## config.mk

```make
export PLATFORM = sky130hd
export DESIGN_NAME = demux32_1to2_fifo
export DESIGN_NICKNAME = d
export VERILOG_FILES = /design/src/rtl/demux32_1to2_fifo.sv
export SDC_FILE = /design/constraint.sdc
export NUM_CORES = 1
export LEC_CHECK = 0
export CORE_UTILIZATION = 40
export CTS_CLUSTER_SIZE = 24
export DETAILED_ROUTE_END_ITERATION = 10
export PLACE_DENSITY_LB_ADDON = 0.2
export SYNTH_ARGS = -nofsm -noshare
export SYNTH_HDL_FRONTEND = slang
export SYNTH_SLANG_ARGS = --single-unit
```

## constraint.sdc

```tcl
create_clock -name clk -period 3 [get_ports clk]
set_clock_uncertainty 0.2 [all_clocks]
set_input_delay 0.3 -clock clk [delete_from_list [all_inputs] [get_ports clk]]
set_output_delay 0.3 -clock clk [all_outputs]
set_load 0.005 [all_outputs]
```

## src/rtl/demux32_1to2_fifo.sv

```systemverilog
// One-to-two word router: each accepted input word is steered by in_sel into
// one of two independent per-channel FIFOs, each with its own routed-word counter.

module demux32_1to2_fifo_chan #(
  parameter int DEPTH = 2,
  parameter int CNT_W = 16
) (
  input  logic             clk,
  input  logic             rst_n,
  input  logic             push,
  input  logic [31:0]      wr_data,
  input  logic             pop_req,
  output logic [31:0]      out_data,
  output logic             out_valid,
  output logic             full,
  output logic [CNT_W-1:0] cnt
);

  localparam int PTR_W = (DEPTH > 1) ? $clog2(DEPTH) : 1;
  localparam int OCC_W = PTR_W + 1;

  logic [31:0]      mem_q [DEPTH];
  logic [31:0]      mem_d [DEPTH];
  logic [PTR_W-1:0] wr_ptr_q, wr_ptr_d;
  logic [PTR_W-1:0] rd_ptr_q, rd_ptr_d;
  logic [OCC_W-1:0] occ_q, occ_d;
  logic [CNT_W-1:0] cnt_q, cnt_d;
  logic             pop_s;

  // Next-state: pointers wrap naturally at DEPTH; pops on an empty FIFO are dropped.
  always_comb begin
    mem_d    = mem_q;
    wr_ptr_d = wr_ptr_q;
    rd_ptr_d = rd_ptr_q;
    occ_d    = occ_q;
    cnt_d    = cnt_q;
    pop_s    = pop_req & (occ_q != {OCC_W{1'b0}});
    if (push) begin
      mem_d[wr_ptr_q] = wr_data;
      wr_ptr_d        = wr_ptr_q + PTR_W'(1);
      cnt_d           = cnt_q + CNT_W'(1);
    end else begin
      wr_ptr_d = wr_ptr_q;
    end
    if (pop_s) begin
      rd_ptr_d = rd_ptr_q + PTR_W'(1);
    end else begin
      rd_ptr_d = rd_ptr_q;
    end
    case ({push, pop_s})
      2'b10:   occ_d = occ_q + OCC_W'(1);
      2'b01:   occ_d = occ_q - OCC_W'(1);
      default: occ_d = occ_q;
    endcase
  end

  // State registers; storage is cleared too so stale words can never resurface.
  always_ff @(posedge clk or negedge rst_n) begin
    if (!rst_n) begin
      for (int i = 0; i < DEPTH; i++) begin
        mem_q[i] <= 32'd0;
      end
      wr_ptr_q <= {PTR_W{1'b0}};
      rd_ptr_q <= {PTR_W{1'b0}};
      occ_q    <= {OCC_W{1'b0}};
      cnt_q    <= {CNT_W{1'b0}};
    end else begin
      mem_q    <= mem_d;
      wr_ptr_q <= wr_ptr_d;
      rd_ptr_q <= rd_ptr_d;
      occ_q    <= occ_d;
      cnt_q    <= cnt_d;
    end
  end

  assign out_valid = (occ_q != {OCC_W{1'b0}});
  assign out_data  = out_valid ? mem_q[rd_ptr_q] : 32'd0;
  assign full      = (occ_q == OCC_W'(DEPTH));
  assign cnt       = cnt_q;

endmodule

module demux32_1to2_fifo #(
  parameter int DEPTH = 2,
  parameter int CNT_W = 16
) (
  input  logic             clk,
  input  logic             rst_n,
  input  logic [31:0]      in_data,
  input  logic             in_sel,
  input  logic             in_valid,
  output logic             in_ready,
  output logic [31:0]      outA_data,
  output logic             outA_valid,
  input  logic             outA_ready,
  output logic [31:0]      outB_data,
  output logic             outB_valid,
  input  logic             outB_ready,
  output logic [CNT_W-1:0] cntA,
  output logic [CNT_W-1:0] cntB,
  output logic             fullA,
  output logic             fullB
);

  logic push_a_s;
  logic push_b_s;

  // A full channel refuses input even if it pops this cycle: no pass-through.
  assign in_ready = in_sel ? ~fullB : ~fullA;
  assign push_a_s = in_valid & in_ready & ~in_sel;
  assign push_b_s = in_valid & in_ready &  in_sel;

  demux32_1to2_fifo_chan #(.DEPTH(DEPTH), .CNT_W(CNT_W)) u_chan_a (
    .clk       (clk),
    .rst_n     (rst_n),
    .push      (push_a_s),
    .wr_data   (in_data),
    .pop_req   (outA_ready),
    .out_data  (outA_data),
    .out_valid (outA_valid),
    .full      (fullA),
    .cnt       (cntA)
  );

  demux32_1to2_fifo_chan #(.DEPTH(DEPTH), .CNT_W(CNT_W)) u_chan_b (
    .clk       (clk),
    .rst_n     (rst_n),
    .push      (push_b_s),
    .wr_data   (in_data),
    .pop_req   (outB_ready),
    .out_data  (outB_data),
    .out_valid (outB_valid),
    .full      (fullB),
    .cnt       (cntB)
  );

endmodule

```

======== After elaboration in Yosys (flattened, before gate mapping) ========
Cells that the tools add are included.
operators by class
  $add $sub $neg .......................... 10
  $mul .................................... 0
  div/mod/pow operators ................... 0
  $lt $le $gt $ge ......................... 6
  equality and inequality tests ........... 6
  shift-type cells ........................ 0
  mux-type cells .......................... 17
  bitwise operators ....................... 12
  reductions and logical operators ........ 6
operators by type and width
  operator                 count
  $mux W32                 10
  $bwmux W64               2
  $demux W32 S1            2
  $add A16 B1 Y16 const B  2
  $eq A2 B2 Y1 const B     4
  $ge A2 B2 Y1 const B     4
  $not A1 Y2               4
  $pmux W2 S2              2
  $reduce_bool A2 Y1       4
  $and A1 B1 Y1            5
  $add A1 B1 Y1 const B    4
  $add A2 B1 Y2 const B    2
  $eq A2 B1 Y1 const B     2
  $lt A2 B1 Y1 const B     2
  $sub A2 B1 Y2 const B    2
  $not A1 Y1               3
  $logic_and A1 B1 Y1      2
  $mux W1                  1
word-level totals
  register bits ........................... 168
  latch bits .............................. 0
  memory bits (writable) .................. 0
  memory bits (read-only) ................. 0
  input bits .............................. 38
  output and inout port bits .............. 101
  word-level logic and storage cells ...... 69
  memories kept ........................... 0

======== Longest topological paths before layout ========
Gate-level depths: netlist of the first run.
  depth in word-level cells ............... 7
  gate-level depth with buffers ........... 8
  mapped depth without buffers ............ 7

======== Cells and area by module ========
Synthesis of the first run repeated with hierarchy kept, for this count alone.
unflattened totals
  cell total of the unflattened synthesis .. 569
  area, all modules ....................... 7,613.6 sq um
by module, submodules not included
  module                  times used  cells each  area each (sq um)  sequential area each (sq um)
  demux32_1to2_fifo_chan  2           283         3,793.6            2,102.0
  demux32_1to2_fifo       1           3           26.3               0.0

======== Worst setup path after synthesis of the first run ========
No wires, ideal clock.
  path kind ............................... register to register
  start point ............................. reg u_chan_b.occ_q[0]
  end point ............................... reg u_chan_b.occ_q[1]
  setup time .............................. 79 ps
  arrival time ............................ 1,518 ps
  required time ........................... 2,721 ps
  path slack .............................. 1,203 ps
  stages on the path, launching flop included .. 7
  path buffers ............................ 0
  clock period less this slack ............ 1,797 ps
  cell sequence ........................... dfrtp_1 > nor2_1 > inv_1 > and2_1 > ha_1 > nor2_1 > xor2_1
on the way
  elaborated cells on any way between the ends .. 13
  classes of those cells .................. add/sub: 2; eq/ne: 3; mux: 2; bitwise: 4; reduce/logical: 2
RTL lines
  item                                                      line  source
  from (decl)                                               26    logic [OCC_W-1:0] occ_q, occ_d;
  from (signal assigned)                                    65    occ_q <= {OCC_W{1'b0}};
  $reduce_bool A2 Y1 (*)                                    -
  via outB_valid                                            97    output logic outB_valid,
  $and A1 B1 Y1 (*)                                         37    pop_s = pop_req & (occ_q != {OCC_W{1'b0}});
  via u_chan_b.pop_s                                        28    logic pop_s;
  $eq A2 B1 Y1 / $eq A2 B2 Y1 (equally long branches)       50    case ({push, pop_s})
  $pmux W2 S2 / $reduce_bool A2 Y1 (equally long branches)  -
Mark *: on every way through the listed nets, which the timed path passes. The rest lies on a longest branch.
A chain may end at the register's enable or synchronous reset.

======== Final worst setup path of the first run ========
  start point ............................. reg u_chan_a.rd_ptr_q
  end point ............................... out outA_data[0]
on the way
  longest elaborated chain between the ends .. 5
RTL lines
  item                                         line  source
  from (decl)                                  25    logic [PTR_W-1:0] rd_ptr_q, rd_ptr_d;
  from (signal assigned)                       64    rd_ptr_q <= {PTR_W{1'b0}};
  from (signal assigned)                       70    rd_ptr_q <= rd_ptr_d;
  $not A1 Y2 (implied by the code)             77    assign out_data = out_valid ? mem_q[rd_ptr_q] : 32'd0;
  $mux W32 (implied by the code) (3 in a row)  77
  $mux W32                                     77
  to (decl)                                    93    output logic [31:0] outA_data,
Every way passes these cells. The select of a mux whose other input is x is not followed.

==> summary.md, run 1 <==
| Metric | Value |
|---|---|
| Post-CTS setup buffer count | `0` |
| Ports | `139` |
| Via-to-Cell Ratio | `4.885` |
| First-pass GRT wire length | `28.38 mm` |
| DP HPWL | `11.90 mm` |
| Max-slew violations | `0` |
| Netlist cell types | `35` |
| Slew Limit Headroom | `55.46%` |
| Drt first pass iters | `4` |
| Max-cap viol count | `0` |
| # DRC | `0` |
| Pwr/cell area | `1116 mW/mm²` |
| Int Pwr | `7.928 mW` |
| Register area | `0.004207 mm²` |
| Multi-input gate area | `0.003491 mm²` |
| CTS Buf Count | `17` |
| Synthesis-stage register bit count | `168` |
| Worst-path maximum fanout | `18` |
| Number of warnings issued by yosys | `0` |
| Psw | `3.507 mW` |
| Final Hold Vio Count | `0` |
| Vias in the first global route | `5065` |
| CP Buf/Inv Count | `2` |
| TritonCTS Sinks | `168` |
| Cell area after placement | `0.009638 mm²` |
| Die H | `142.9 µm` |
| Initial antenna violation count | `0` |
| Core Region | `0.01946 mm²` |
| Global Route Usage Sum | `18.31%` |
| Ys flop type | `dfrtp_1` |
| Worst Path Required | `2500 ps` |
| Post-Route WL | `17.45 mm` |
| CP max stage delay | `700 ps` |
| Pin count of the biggest net entering global routing | `70` |
| Number of flops mapped to enable cells by yosys | `0` |
| Unrepaired setup endpoints after global routing | `false` |
| Post-Syn Area | `0.007941 mm²` |
| Synth top area cells | `dfrtp_1 53%, mux2_4 15%, mux2i_1 8.1%` |
| Layout Nets | `757` |
| Setup Total Neg Slack | `0 ps` |
| Asr flop ratio synth | `100.0%` |
| Initial DRC count | `249` |
| Fmax | `367.7 MHz` |
| Final setup violation count | `0` |
| Leakage Power | `4.675 nW` |
| Minimum clock period after layout | `2720 ps` |
| R2R cell count | `7` |
| Final worst-path cycle share | `90.66%` |
| Synth area leader | `dfrtp_1` |
| Rows | `51` |
| Post-route cell area | `0.01025 mm²` |
| Cell family with most CP delay | `buffers and inverters` |
| Antenna Nets Post-Route | `0` |
| DIE AREA | `0.02042 mm²` |
| Sw frac | `30.67%` |
| CTS max path bufs | `2` |
| Critical path depth in cells | `4` |
| Routability cong. | `0.7571` |
| Worst vdd ir | `0.6398 mV` |
| Status | `finished clean` |
| Fillcell total | `1676` |
| Mapped Avg Cell Area | `13.88 µm²` |
| Crit path max-delay cell type | `dfrtp_2` |
| Sequential share of the synthesized area | `52.94%` |
| H-tree depth | `4` |
| Worst-Skew Late Latency | `430 ps` |
| Worst-Margin Slew | `667.5 ps` |
| CTS tree | `done` |
| Share of cells above drive strength 1 | `25.27%` |
| Crit path kind | `reg -> out` |
| Cells after Synth | `572` |
| Die X | `142.9 µm` |
| Comb pwr share | `44.9%` |
| Clock transition at path regs | `70 ps` |
| Worst EP arrival | `2220 ps` |
| Yosys top cell area share | `52.94%` |
| Diodes inserted | `0` |
| DR WL/cell | `17.57 µm` |
| Initial Utilization | `40.80%` |
| Min Hold Slack | `252.4 ps` |
| Worst setup SP type | `flop` |
| P&R area growth vs syn | `29.07%` |
| Syn Nets | `614` |
| CP endpoint kind | `primary output` |
| Via count | `4851` |
| Clock share of power | `19.7%` |
| # port buffers | `138` |
| Seq pwr share | `35.4%` |
| Total global routing overflow | `0` |
| CTS root buffer | `clkbuf_16` |
| Hold Crit Class | `in -> async` |
| CP Cell Sequence | `buf_12 -> mux2i_1 -> nor2_1 -> clkdlybuf4s50_1` |
logic make-up after synthesis:
family | after synthesis | share of synthesized area (%)
compound gates | 1 | 0.06296
xor+xnor | 40 | 4.412
fa+ha+maj | 4 | 0.6302
buf+inv | 34 | 3.293
flops | 168 | 52.94
mux | 193 | 30.14
simple gates | 132 | 8.524
worst paths after layout:
| path | startpoint | end | slack (ps) |
|---|---|---|---|
| max in group asynchronous | rst_n | u_chan_a.mem_q[23]$_DFFE_PN0P_ | 1620 |
| max | u_chan_a.rd_ptr_q$_DFFE_PN0P_ | outA_data[0] | 280 |
| max reg2reg | u_chan_b.occ_q[0]$_DFFE_PN0P_ | u_chan_b.occ_q[1]$_DFFE_PN0P_ | 820 |
| min | rst_n | u_chan_b.mem_q[7]$_DFFE_PN0P_ | 250 |
| min reg2reg | u_chan_a.cnt[15]$_DFFE_PN0N_ | u_chan_a.cnt[15]$_DFFE_PN0N_ | 270 |
| min in group clk | u_chan_a.cnt[15]$_DFFE_PN0N_ | u_chan_a.cnt[15]$_DFFE_PN0N_ | 270 |
power by group through the flow:
stage	Sequential, mW	Combinational [mW]	Clock, mW
finish	4.05	5.13	2.26
global route	4.18	5.57	2.41
CTS	4.05	5.24	2.30
detailed placement	4.06	5.20	0
global placement	4.02	5.11	0
floorplan	3.78	3.02	0
flip-flops by register name, indices dropped and copies added, names as in the netlist:
| signal | flops |
|---|---|
| u_chan_a.occ_q | 2 |
| u_chan_b.occ_q | 2 |
| u_chan_b.cnt | 16 |
| u_chan_b.wr_ptr_q | 1 |
| u_chan_b.mem_q | 64 |
| u_chan_a.cnt | 16 |
| u_chan_a.wr_ptr_q | 1 |
| u_chan_a.mem_q | 64 |
| u_chan_a.rd_ptr_q | 1 |
| u_chan_b.rd_ptr_q | 1 |
metrics by stage:
stage          setup WS [ps]  utilization (%)  cells  total power, mW
2_1_floorplan           1203                -    572            6.795
3_3_place_gp           373.6            49.52    960            9.126
3_5_place_dp           324.5            49.52    960            9.266
4_1_cts                235.0            52.66    993            11.59
5_1_grt                168.9            52.66    993            12.16
6_report               280.2            52.66    993            11.44
per-layer routing:
layer | track usage (%) | part of all wire (%) | wire [µm]
met1 | 25.04 | 48 | 8354
met2 | 29.11 | 48 | 8315
met3 | 4.125 | 3.7 | 642
met4 | 5.093 | 0.79 | 138
met5 | 0 | 0 | 0
worst reg2reg max path, delay by kind of cell (launching register included):
family	cells	cell delay, ps
adders and majority gates	1	330
buffers and inverters	2	310
and+or+nand+nor	3	650
DFF	1	460
xor gates and xnor gates	1	140
timing repair:
action                    CTS  global route
hold endpoints to repair   65             0
hold buffers                1             0
resized for setup           0             0
cell usage in the layout (no fill, tap or decap), types with 6 or more instances in the layout:
master           count
xor2_1              15
clkbuf_16           17
dfrtp_1            166
mux2_4              80
mux2i_1             64
nand3_1             11
nor2_1              71
nand2_1             13
mux2_2              47
clkdlybuf4s50_1    137
nor3_1               6
xnor2_1             25
buf_12               8
nand4_1              7
synthesized netlist by cell type (3+ instances only):
master / instances
dfrtp_1: 168
mux2_4: 80
nor2_1: 73
mux2i_1: 64
mux2_2: 47
xnor2_1: 25
xor2_1: 15
nand2_1: 13
nand3_1: 11
clkbuf_1: 8
nand4_1: 7
buf_2: 6
buf_6: 6
nor3_1: 6
inv_1: 5
and3_1: 4
ha_1: 4
and2_1: 3
buf_12: 3
buf_4: 3
area by class of cell:
class	instances	area share, %
clock buffer	25	4.736
clock inverter	7	1.135
inverter	7	0.3540
multi-input combinational	370	34.06
sequential	168	41.04
tap	265	3.235
timing repair buffer	151	15.44
Note: power is estimated with default switching activity, not from simulation.
==> run 2: changes to the inputs <==
Settings changed: GPL_ROUTABILITY_DRIVEN set to 1.
==> results of run 2 <==
Same layout as run 1: the final DEF is identical, and so are final timing and power.
